`config.mk`:
```
export PLATFORM = sky130hd
export DESIGN_NAME = foo_arb
export DESIGN_NICKNAME = d
export VERILOG_FILES = /design/src/rtl/foo_arb_pkg.sv /design/src/rtl/foo_rr_pick.sv /design/src/rtl/foo_arb.sv
export SDC_FILE = /design/constraint.sdc
export NUM_CORES = 1
export LEC_CHECK = 0
export ABC_CLOCK_PERIOD_IN_PS = 2200
export BUFFER_PORTS_ARGS = -buffer_cell sky130_fd_sc_hd__buf_2
export CAP_MARGIN = 25
export CORE_ASPECT_RATIO = 0.9
export CORE_MARGIN = 4
export CORE_UTILIZATION = 32
export DETAILED_ROUTE_END_ITERATION = 10
export GPL_ROUTABILITY_DRIVEN = 0
export PLACE_DENSITY_LB_ADDON = 0.3
export SYNTH_ARGS = -nofsm -noshare
export SYNTH_HDL_FRONTEND = slang
export SYNTH_SLANG_ARGS = --single-unit
```
`constraint.sdc`:
```
create_clock -name clk -period 2.2 [get_ports clk]
set_input_delay 0.33 -clock clk [delete_from_list [all_inputs] [get_ports clk]]
set_output_delay 0.33 -clock clk [all_outputs]
set_load 0.05 [all_outputs]
```
`src/rtl/foo_arb_pkg.sv`:
```
// Shared types and defaults for the foo_if round-robin arbiter and its picker.
// Latency: n/a (types, constants and a width helper only).
// Backpressure: n/a.
package foo_arb_pkg;

    localparam int FOO_NUM_REQ   = 4;
    localparam int FOO_DATA_W    = 32;
    localparam int FOO_MAX_BURST = 4;

    typedef enum logic {
        IDLE  = 1'b0,
        BURST = 1'b1
    } arb_state_t;

    // Index width for a vector of n entries, never narrower than one bit.
    function automatic int idx_w(input int n);
        return (n > 1) ? $clog2(n) : 1;
    endfunction

    typedef logic [idx_w(FOO_NUM_REQ)-1:0] req_idx_t;

endpackage

```
`src/rtl/foo_rr_pick.sv`:
```
// Combinational round-robin picker: first valid index after last_winner, wrapping.
// Latency: 0 cycles (pure combinational).
// Backpressure: none; caller decides when the pick is used.
module foo_rr_pick
    import foo_arb_pkg::*;
#(
    parameter int NUM_REQ = FOO_NUM_REQ,
    parameter int IW      = idx_w(NUM_REQ)
) (
    input  logic [NUM_REQ-1:0] valid,
    input  logic [IW-1:0]      last_winner,
    output logic [IW-1:0]      winner,
    output logic               any
);

    logic [IW:0] cand;
    logic        found;

    // Walk last_winner+1 .. last_winner+NUM_REQ modulo NUM_REQ; first valid wins.
    // cand never reaches 2*NUM_REQ, so one conditional subtract is a full modulo.
    always_comb begin
        winner = last_winner;
        found  = 1'b0;
        cand   = '0;
        for (int k = 1; k <= NUM_REQ; k++) begin
            cand = {1'b0, last_winner} + (IW+1)'(k);
            if (cand >= (IW+1)'(NUM_REQ)) begin
                cand = cand - (IW+1)'(NUM_REQ);
            end
            if (!found && valid[cand[IW-1:0]]) begin
                winner = cand[IW-1:0];
                found  = 1'b1;
            end
        end
    end

    assign any = |valid;

endmodule

```
`src/rtl/foo_arb.sv`:
```
// Round-robin burst arbiter merging NUM_REQ valid/ready sources onto one foo_if stream.
// Latency: 1 cycle IDLE arbitration, then accepted beat appears on out_* the next cycle.
// Backpressure: owner's req_ready = out_ready | ~out_valid; all other req_ready held low.
module foo_arb
    import foo_arb_pkg::*;
#(
    parameter int NUM_REQ   = FOO_NUM_REQ,
    parameter int DATA_W    = FOO_DATA_W,
    parameter int MAX_BURST = FOO_MAX_BURST
) (
    input  logic                       clk,
    input  logic                       rst_n,
    input  logic [NUM_REQ-1:0]         req_valid,
    input  logic [NUM_REQ-1:0]         req_last,
    input  logic [NUM_REQ*DATA_W-1:0]  req_data,
    output logic [NUM_REQ-1:0]         req_ready,
    output logic                       out_valid,
    output logic [DATA_W-1:0]          out_data,
    input  logic                       out_ready,
    output logic [$clog2(NUM_REQ)-1:0] gnt_id,
    output logic                       busy
);

    localparam int IW = $clog2(NUM_REQ);
    localparam int CW = $clog2(MAX_BURST + 1);

    arb_state_t        state;
    arb_state_t        state_nxt;
    logic [IW-1:0]     last_winner;
    logic [CW-1:0]     beat_cnt;
    logic [IW-1:0]     pick_winner;
    logic              pick_any;
    logic              own_valid;
    logic              own_last;
    logic [DATA_W-1:0] own_data;
    logic              slot_free;
    logic              accept;
    logic              burst_end;

    foo_rr_pick #(
        .NUM_REQ (NUM_REQ),
        .IW      (IW)
    ) u_pick (
        .valid       (req_valid),
        .last_winner (last_winner),
        .winner      (pick_winner),
        .any         (pick_any)
    );

    // Select the current owner's valid/last/data lanes.
    always_comb begin
        own_valid = 1'b0;
        own_last  = 1'b0;
        own_data  = '0;
        for (int i = 0; i < NUM_REQ; i++) begin
            if (gnt_id == IW'(i)) begin
                own_valid = req_valid[i];
                own_last  = req_last[i];
                own_data  = req_data[i*DATA_W +: DATA_W];
            end
        end
    end

    assign slot_free = out_ready | ~out_valid;
    assign accept    = (state == BURST) & own_valid & slot_free;
    assign burst_end = accept & (own_last | (beat_cnt == CW'(MAX_BURST - 1)));
    assign busy      = (state == BURST);

    // Only the owner sees ready, and only while the output slot can take a beat.
    always_comb begin
        req_ready = '0;
        if (state == BURST) begin
            for (int i = 0; i < NUM_REQ; i++) begin
                if (gnt_id == IW'(i)) begin
                    req_ready[i] = slot_free;
                end
            end
        end
    end

    // State register.
    always_ff @(posedge clk or negedge rst_n) begin
        if (!rst_n) begin
            state <= IDLE;
        end else begin
            state <= state_nxt;
        end
    end

    // Next state: grant on any request in IDLE, return to IDLE when the burst closes.
    always_comb begin
        state_nxt = state;
        case (state)
            IDLE:    if (pick_any)  state_nxt = BURST;
            BURST:   if (burst_end) state_nxt = IDLE;
            default: state_nxt = IDLE;
        endcase
    end

    // Grant bookkeeping: owner latch, beat count and round-robin pointer.
    // last_winner resets to the top index so requester 0 is scanned first.
    always_ff @(posedge clk or negedge rst_n) begin
        if (!rst_n) begin
            gnt_id      <= '0;
            beat_cnt    <= '0;
            last_winner <= IW'(NUM_REQ - 1);
        end else begin
            if (state == IDLE && pick_any) begin
                gnt_id   <= pick_winner;
                beat_cnt <= '0;
            end else if (accept) begin
                beat_cnt <= beat_cnt + CW'(1);
            end
            if (burst_end) begin
                last_winner <= gnt_id;
            end
        end
    end

    // One-entry output register; data holds its last value once drained.
    always_ff @(posedge clk or negedge rst_n) begin
        if (!rst_n) begin
            out_valid <= 1'b0;
            out_data  <= '0;
        end else if (accept) begin
            out_valid <= 1'b1;
            out_data  <= own_data;
        end else if (out_ready) begin
            out_valid <= 1'b0;
        end
    end

endmodule

```
==> flow_metrics.py, run 1 <==
metrics = {
    "synthesis": {
        "synth-edff-count": 0,
        "synth_top_area_share_pct": 38.0,
        "ys_ff_latch": 41,
        "synth_seq_area_share_pct": 40.1,
        "synth_common_cells": "dfrtp_1, mux4_2, mux2_2, mux2_4, nand2_1",
        "postSynthCellCount": 168,
        "synth.most_common_cell": "dfrtp_1",
        "synth_area_leaders": "dfrtp_1, mux4_2, mux2_2",
        "ys_types": 31,
        "ys.warnings.count": 0,
        "yosys.area.top_type": "dfrtp_1",
        "syn-num-nets": 309,
        "synth_flop_cell": "dfrtp_1",
        "avgSynthCellArea_sq_um": 15.3,
        "synth_area_sq_um": 2570,
        "synthArstFlopShare_pct": 100,
    },
    "routing": {
        "route.detailed.drc": 0,
        "vias": 2245,
        "antenna_left": 0,
        "dr.pass1.iters": 4,
        "drt-total-wl_mm": 7.33,
        "routedWlPerCell_um": 16.5,
        "initialDrtViolationCount": 39,
        "viasPerCell": 5.04,
    },
    "clock_tree": {
        "cts_hold_buf": 0,
        "numCtsBuffers": 5,
        "clk_pin_slew_worst_paths_ps": 80,
        "cts_buffer_depth": 2,
        "clkLatencyLatePin_ps": 280,
        "cts_root_buf": "clkbuf_8",
        "cts_htree_levels": 2,
        "post_cts.repair.setup_buffers": 0,
        "cts.repair.resized": 0,
        "cts_tree": "built",
        "clock_sinks": 41,
    },
    "global_route": {
        "antenna_found_initial": 2,
        "grt_pass1_vias": 2412,
        "grt_pass1_wl_mm": 11.2,
        "grt-ovfl-total": 0,
        "grt_max_degree": 33,
        "groute.usage.overall_pct": 14.9,
    },
    "timing": {
        "finalMaxSlewViolations": 0,
        "setup_viol": 0,
        "finClkSkew_ps": 6.10,
        "max_freq_mhz": 514,
        "rsz0062_at_grt": "no",
        "hold_violations": 0,
        "period_minus_slack_ps": 1950,
        "post-route-period-util_pct": 88.5,
        "slew_headroom_pct": 51.9,
        "tns_ps": 0,
        "worst_pin_slew_ps": 721,
    },
    "critical_path": {
        "end_kind": "output port",
        "rr_endpoint": "out_data[31]",
        "crit_arrival_ps": 1620,
        "path_cells": "buf_4 > buf_4 > buf_2",
        "rr_startpoint": "gnt_id[1]",
        "cp_top_family": "buffers and inverters",
        "slowest_stage": "dfrtp_2",
        "path_max_fanout": 25,
        "critPathMaxStageDelay_ps": 370,
        "worstSetupPathType": "register to output port",
        "critPathBufInv": 3,
        "worstSetupStartpointType": "register",
        "path_common_cell": "buf_4",
        "cp.required_ps": 1870,
        "r2r_cells": 4,
        "r2r_setup_slack_ps": 450,
    },
    "run": {
        "maxCapViolations": 0,
    },
    "run_status": {
        "outcome": "complete, no violations",
    },
    "pwr": {
        "irDropWorstVdd_mv": 0.550,
        "total_power_mw": 5.83,
        "p_leak_nw": 1.79,
        "power_density_nw_per_um2": 1590,
    },
    "floorplan": {
        "core_sq_um": 7660,
        "start_util_pct": 33.5,
        "pin_count": 179,
        "dieWidth_um": 102,
        "num_rows": 30,
        "die-area_sq_um": 9520,
        "die_y_um": 93.0,
    },
    "finish": {
        "seqCellArea_sq_um": 1030,
        "antennaDiodeCount": 0,
        "finalNetCount": 489,
        "synthToLayoutAreaGrowth_pct": 42.7,
        "drive_above_1_share_pct": 75.1,
        "num-fill-cells": 718,
        "finish.instance_area_sq_um": 3660,
        "multi_input_area_sq_um": 1450,
    },
    "placement": {
        "io_buffers": 178,
        "post-dp-hpwl_mm": 5.97,
        "place_area_sq_um": 3580,
    },
    "worst_hold_path": {
        "hold_class": "input port to async pin",
    },
}
area by class of cell:
class | count | area share (%)
sequential | 41 | 28.1
inverter | 4 | 0.410
tap | 96 | 3.28
timing repair buffer | 185 | 26.4
clock buffer | 8 | 2.19
multi-input combinational | 111 | 39.5
logic make-up after synthesis:
logic type      share of synthesized area, %
mux                                     46.1
flops                                   40.1
simple gates                            5.02
buf+inv                                 3.90
compound gates                          3.90
fa+ha+maj                              0.975
how the worst max path moves through the flow:
stage / startpoint / endpoint / slack [ps] / cells past startpoint
after floorplan: gnt_id[1] / req_ready[2] / -240 / 4
after global placement: req_valid[3] / out_data[7] / 420 / 5
after detailed placement: req_valid[3] / out_data[14] / 390 / 5
after CTS: gnt_id[1] / gnt_id[1] / 220 / 3
after global routing: gnt_id[1] / gnt_id[1] / 160 / 3
final: gnt_id[1] / gnt_id[1] / 250 / 3
sequential cells by signal, summed over array words and instances, names as in the netlist:
name / cells
out_data: 32
beat_cnt: 3
gnt_id: 2
last_winner: 2
busy: 1
out_valid: 1
through the flow:
stage	std cells	hold slack, ps	setup WS, ps	util [%]
after global placement	437	420	417	46.8
after detailed placement	437	440	389	46.8
after CTS	445	126	224	47.8
after global routing	445	157	162	47.8
final	445	89.3	253	47.8
after floorplan	168	34.4	-244	-
layout by cell type, fill, tap and decap left out, drive strengths merged, types with 2 or more instances in the layout:
| cell type | n |
|---|---|
| inv | 4 |
| mux4 | 34 |
| nor2 | 5 |
| nor3 | 4 |
| dfrtp | 39 |
| nor2b | 2 |
| a21oi | 3 |
| nand2b | 2 |
| dfstp | 2 |
| nand2 | 6 |
| nand3 | 5 |
| clkbuf | 8 |
| o21ai | 5 |
| o21bai | 3 |
| mux2 | 33 |
| ha | 2 |
| buf | 185 |
routing by layer:
layer	track usage, %	share of wire (%)	vias up
li1	-	-	1022
met1	17.1	37	1100
met2	26.8	53	109
met3	4.62	9.1	10
met4	3.72	1.2	4
met5	0	0.27	-
where the power goes:
part / internal [mW] / total (mW) / leakage [nW] / switching, mW
registers: 1.17 / 1.42 / 0.480 / 0.248
logic: 1.60 / 3.94 / 1.27 / 2.33
clock network: 0.226 / 0.476 / 0.0395 / 0.250
No activity file was read; power rests on OpenSTA's default activity.
==> run 2, diff against run 1 <==
--- a/config.mk
+++ b/config.mk
@@ -13,7 +13,7 @@
 export CORE_UTILIZATION = 32
 export DETAILED_ROUTE_END_ITERATION = 10
 export GPL_ROUTABILITY_DRIVEN = 0
-export PLACE_DENSITY_LB_ADDON = 0.3
+export PLACE_DENSITY = 0.63
 export SYNTH_ARGS = -nofsm -noshare
 export SYNTH_HDL_FRONTEND = slang
 export SYNTH_SLANG_ARGS = --single-unit
==> flow_metrics.py, run 2 (same netlist as run 1, synthesis figures left out) <==
metrics = {
    "routing": {
        "routedWlPerCell_um": 15.8,
        "dr.pass1.iters": 4,
        "initialDrtViolationCount": 26,
        "vias": 2208,
        "drt-total-wl_mm": 7.05,
        "route.detailed.drc": 0,
        "antenna_left": 0,
        "viasPerCell": 4.96,
    },
    "clock_tree": {
        "post_cts.repair.setup_buffers": 0,
        "cts_root_buf": "clkbuf_8",
        "clkLatencyLatePin_ps": 280,
        "clk_pin_slew_worst_paths_ps": 80,
        "clock_sinks": 41,
        "cts_tree": "built",
        "cts_htree_levels": 2,
        "cts_buffer_depth": 2,
        "cts_hold_buf": 0,
        "numCtsBuffers": 5,
        "cts.repair.resized": 0,
    },
    "finish": {
        "layout_commonest_cell": "buf_2",
        "antennaDiodeCount": 0,
        "synthToLayoutAreaGrowth_pct": 43.1,
        "num-fill-cells": 722,
        "largestRegisters": "out_data (32), beat_cnt (3)",
        "largest_reg_flops": 32,
        "final_util_pct": 48.0,
        "finish.instance_area_sq_um": 3670,
        "layout_common_cells": "buf_2, dfrtp_1, mux4_2",
        "top_register": "out_data",
        "drive_above_1_share_pct": 75.4,
        "finalNetCount": 489,
    },
    "critical_path": {
        "end_kind": "output port",
        "path_max_fanout": 39,
        "r2r_setup_slack_ps": 340,
        "worstSetupStartpointType": "register",
        "critPathMaxStageDelay_ps": 450,
        "worstSetupPathType": "register to output port",
        "path_cells": "buf_4 > nand3_1 > nor2_1 > buf_2",
        "cp.required_ps": 1870,
        "r2r_cells": 4,
        "crit_arrival_ps": 1670,
        "slowest_stage": "buf_4",
    },
    "timing": {
        "period_minus_slack_ps": 2000,
        "setup_viol": 0,
        "hold_violations": 0,
        "slew_headroom_pct": 56.1,
        "finalMaxSlewViolations": 0,
        "max_freq_mhz": 499,
        "finClkSkew_ps": 7.76,
        "rsz0062_at_grt": "no",
        "worst_pin_slew_ps": 658,
        "post-route-period-util_pct": 91.1,
        "setup_ws_ps": 196,
        "tns_ps": 0,
    },
    "placement": {
        "io_buffers": 178,
        "post-dp-hpwl_mm": 5.82,
        "post-place-ws_ps": 311,
        "place_area_sq_um": 3580,
    },
    "pwr": {
        "p_comb_share_pct": 67.4,
        "total_power_mw": 5.84,
        "p_int_mw": 3.02,
        "irDropWorstVdd_mv": 0.816,
        "p_sw_mw": 2.81,
        "swShare_pct": 48.2,
        "power_density_nw_per_um2": 1590,
        "p_clk_share_pct": 8.6,
        "seqPwrFrac_pct": 24.0,
        "p_leak_nw": 1.79,
    },
    "worst_hold_path": {
        "hold_class": "input port to async pin",
    },
    "floorplan": {
        "die_y_um": 93.0,
        "start_util_pct": 33.5,
        "core_sq_um": 7660,
        "die-area_sq_um": 9520,
        "dieWidth_um": 102,
        "pin_count": 179,
        "num_rows": 30,
    },
    "global_route": {
        "grt_pass1_wl_mm": 11.1,
        "grt_max_degree": 40,
        "antenna_found_initial": 0,
        "grt-ovfl-total": 0,
        "groute.usage.overall_pct": 14.7,
        "grt_pass1_vias": 2407,
    },
    "run": {
        "maxCapViolations": 0,
    },
    "run_status": {
        "outcome": "complete, no violations",
    },
}
## run 2: cell types whose count changed in the layout (fill, tap and decap cells not counted)
cell | before | now
clkbuf_8 | 5 | 6
clkbuf_1 | 3 | 2
## run 2: metal layers
layer / GRT usage [%] / vias up / routed length [um]
li1: - / 1023 / -
met1: 15.9 / 1067 / 2490
met2: 27.0 / 116 / 3640
met3: 5.22 / 2 / 886
met4: 3.61 / 0 / 29
met5: 0 / - / 0
## run 2: worst max-delay path, delay by kind of cell (launching register included)
family	cells	cell delay [ps]
and+or+nand+nor	2	280
DFF	1	380
buffers and inverters	2	720
## run 2: path summary, 6_finish.rpt
| kind | from | endpoint |
|---|---|---|
| min in group clk | out_ready | out_valid |
| worst max-delay path | gnt_id[1] | req_ready[3] |
| max in group asynchronous | rst_n | out_data[11] |
| worst min-delay path | rst_n | out_data[27] |
| worst max register to register | gnt_id[1] | last_winner[1] |
| worst min register to register | out_data[29] | out_data[29] |
## run 2: final cells by class
class                           instances  area [sq um]  share of cell area (%)
Timing Repair Buffer                  185           968                    26.4
Multi-Input combinational cell        111          1450                    39.4
Clock buffer                            8          90.1                    2.45
Inverter                                4          15.0                   0.409
Sequential cell                        41          1030                    28.1
Tap cell                               96           120                    3.27
## run 2: power groups by stage
stage / Sequential (mW) / Clock, mW / Combinational [mW]
global placement: 1.41 / 0 / 3.94
floorplan: 2.58 / 0 / 1.96
global route: 1.46 / 0.556 / 4.18
finish: 1.40 / 0.502 / 3.93
CTS: 1.41 / 0.523 / 4.00
detailed placement: 1.42 / 0 / 3.99
## run 2: metrics by stage
step                      std cells  hold WS [ps]
after global routing            445           116
after CTS                       445          86.9
after detailed placement        437           409
after floorplan                 168          34.4
after global placement          437           409
final                           445          67.5
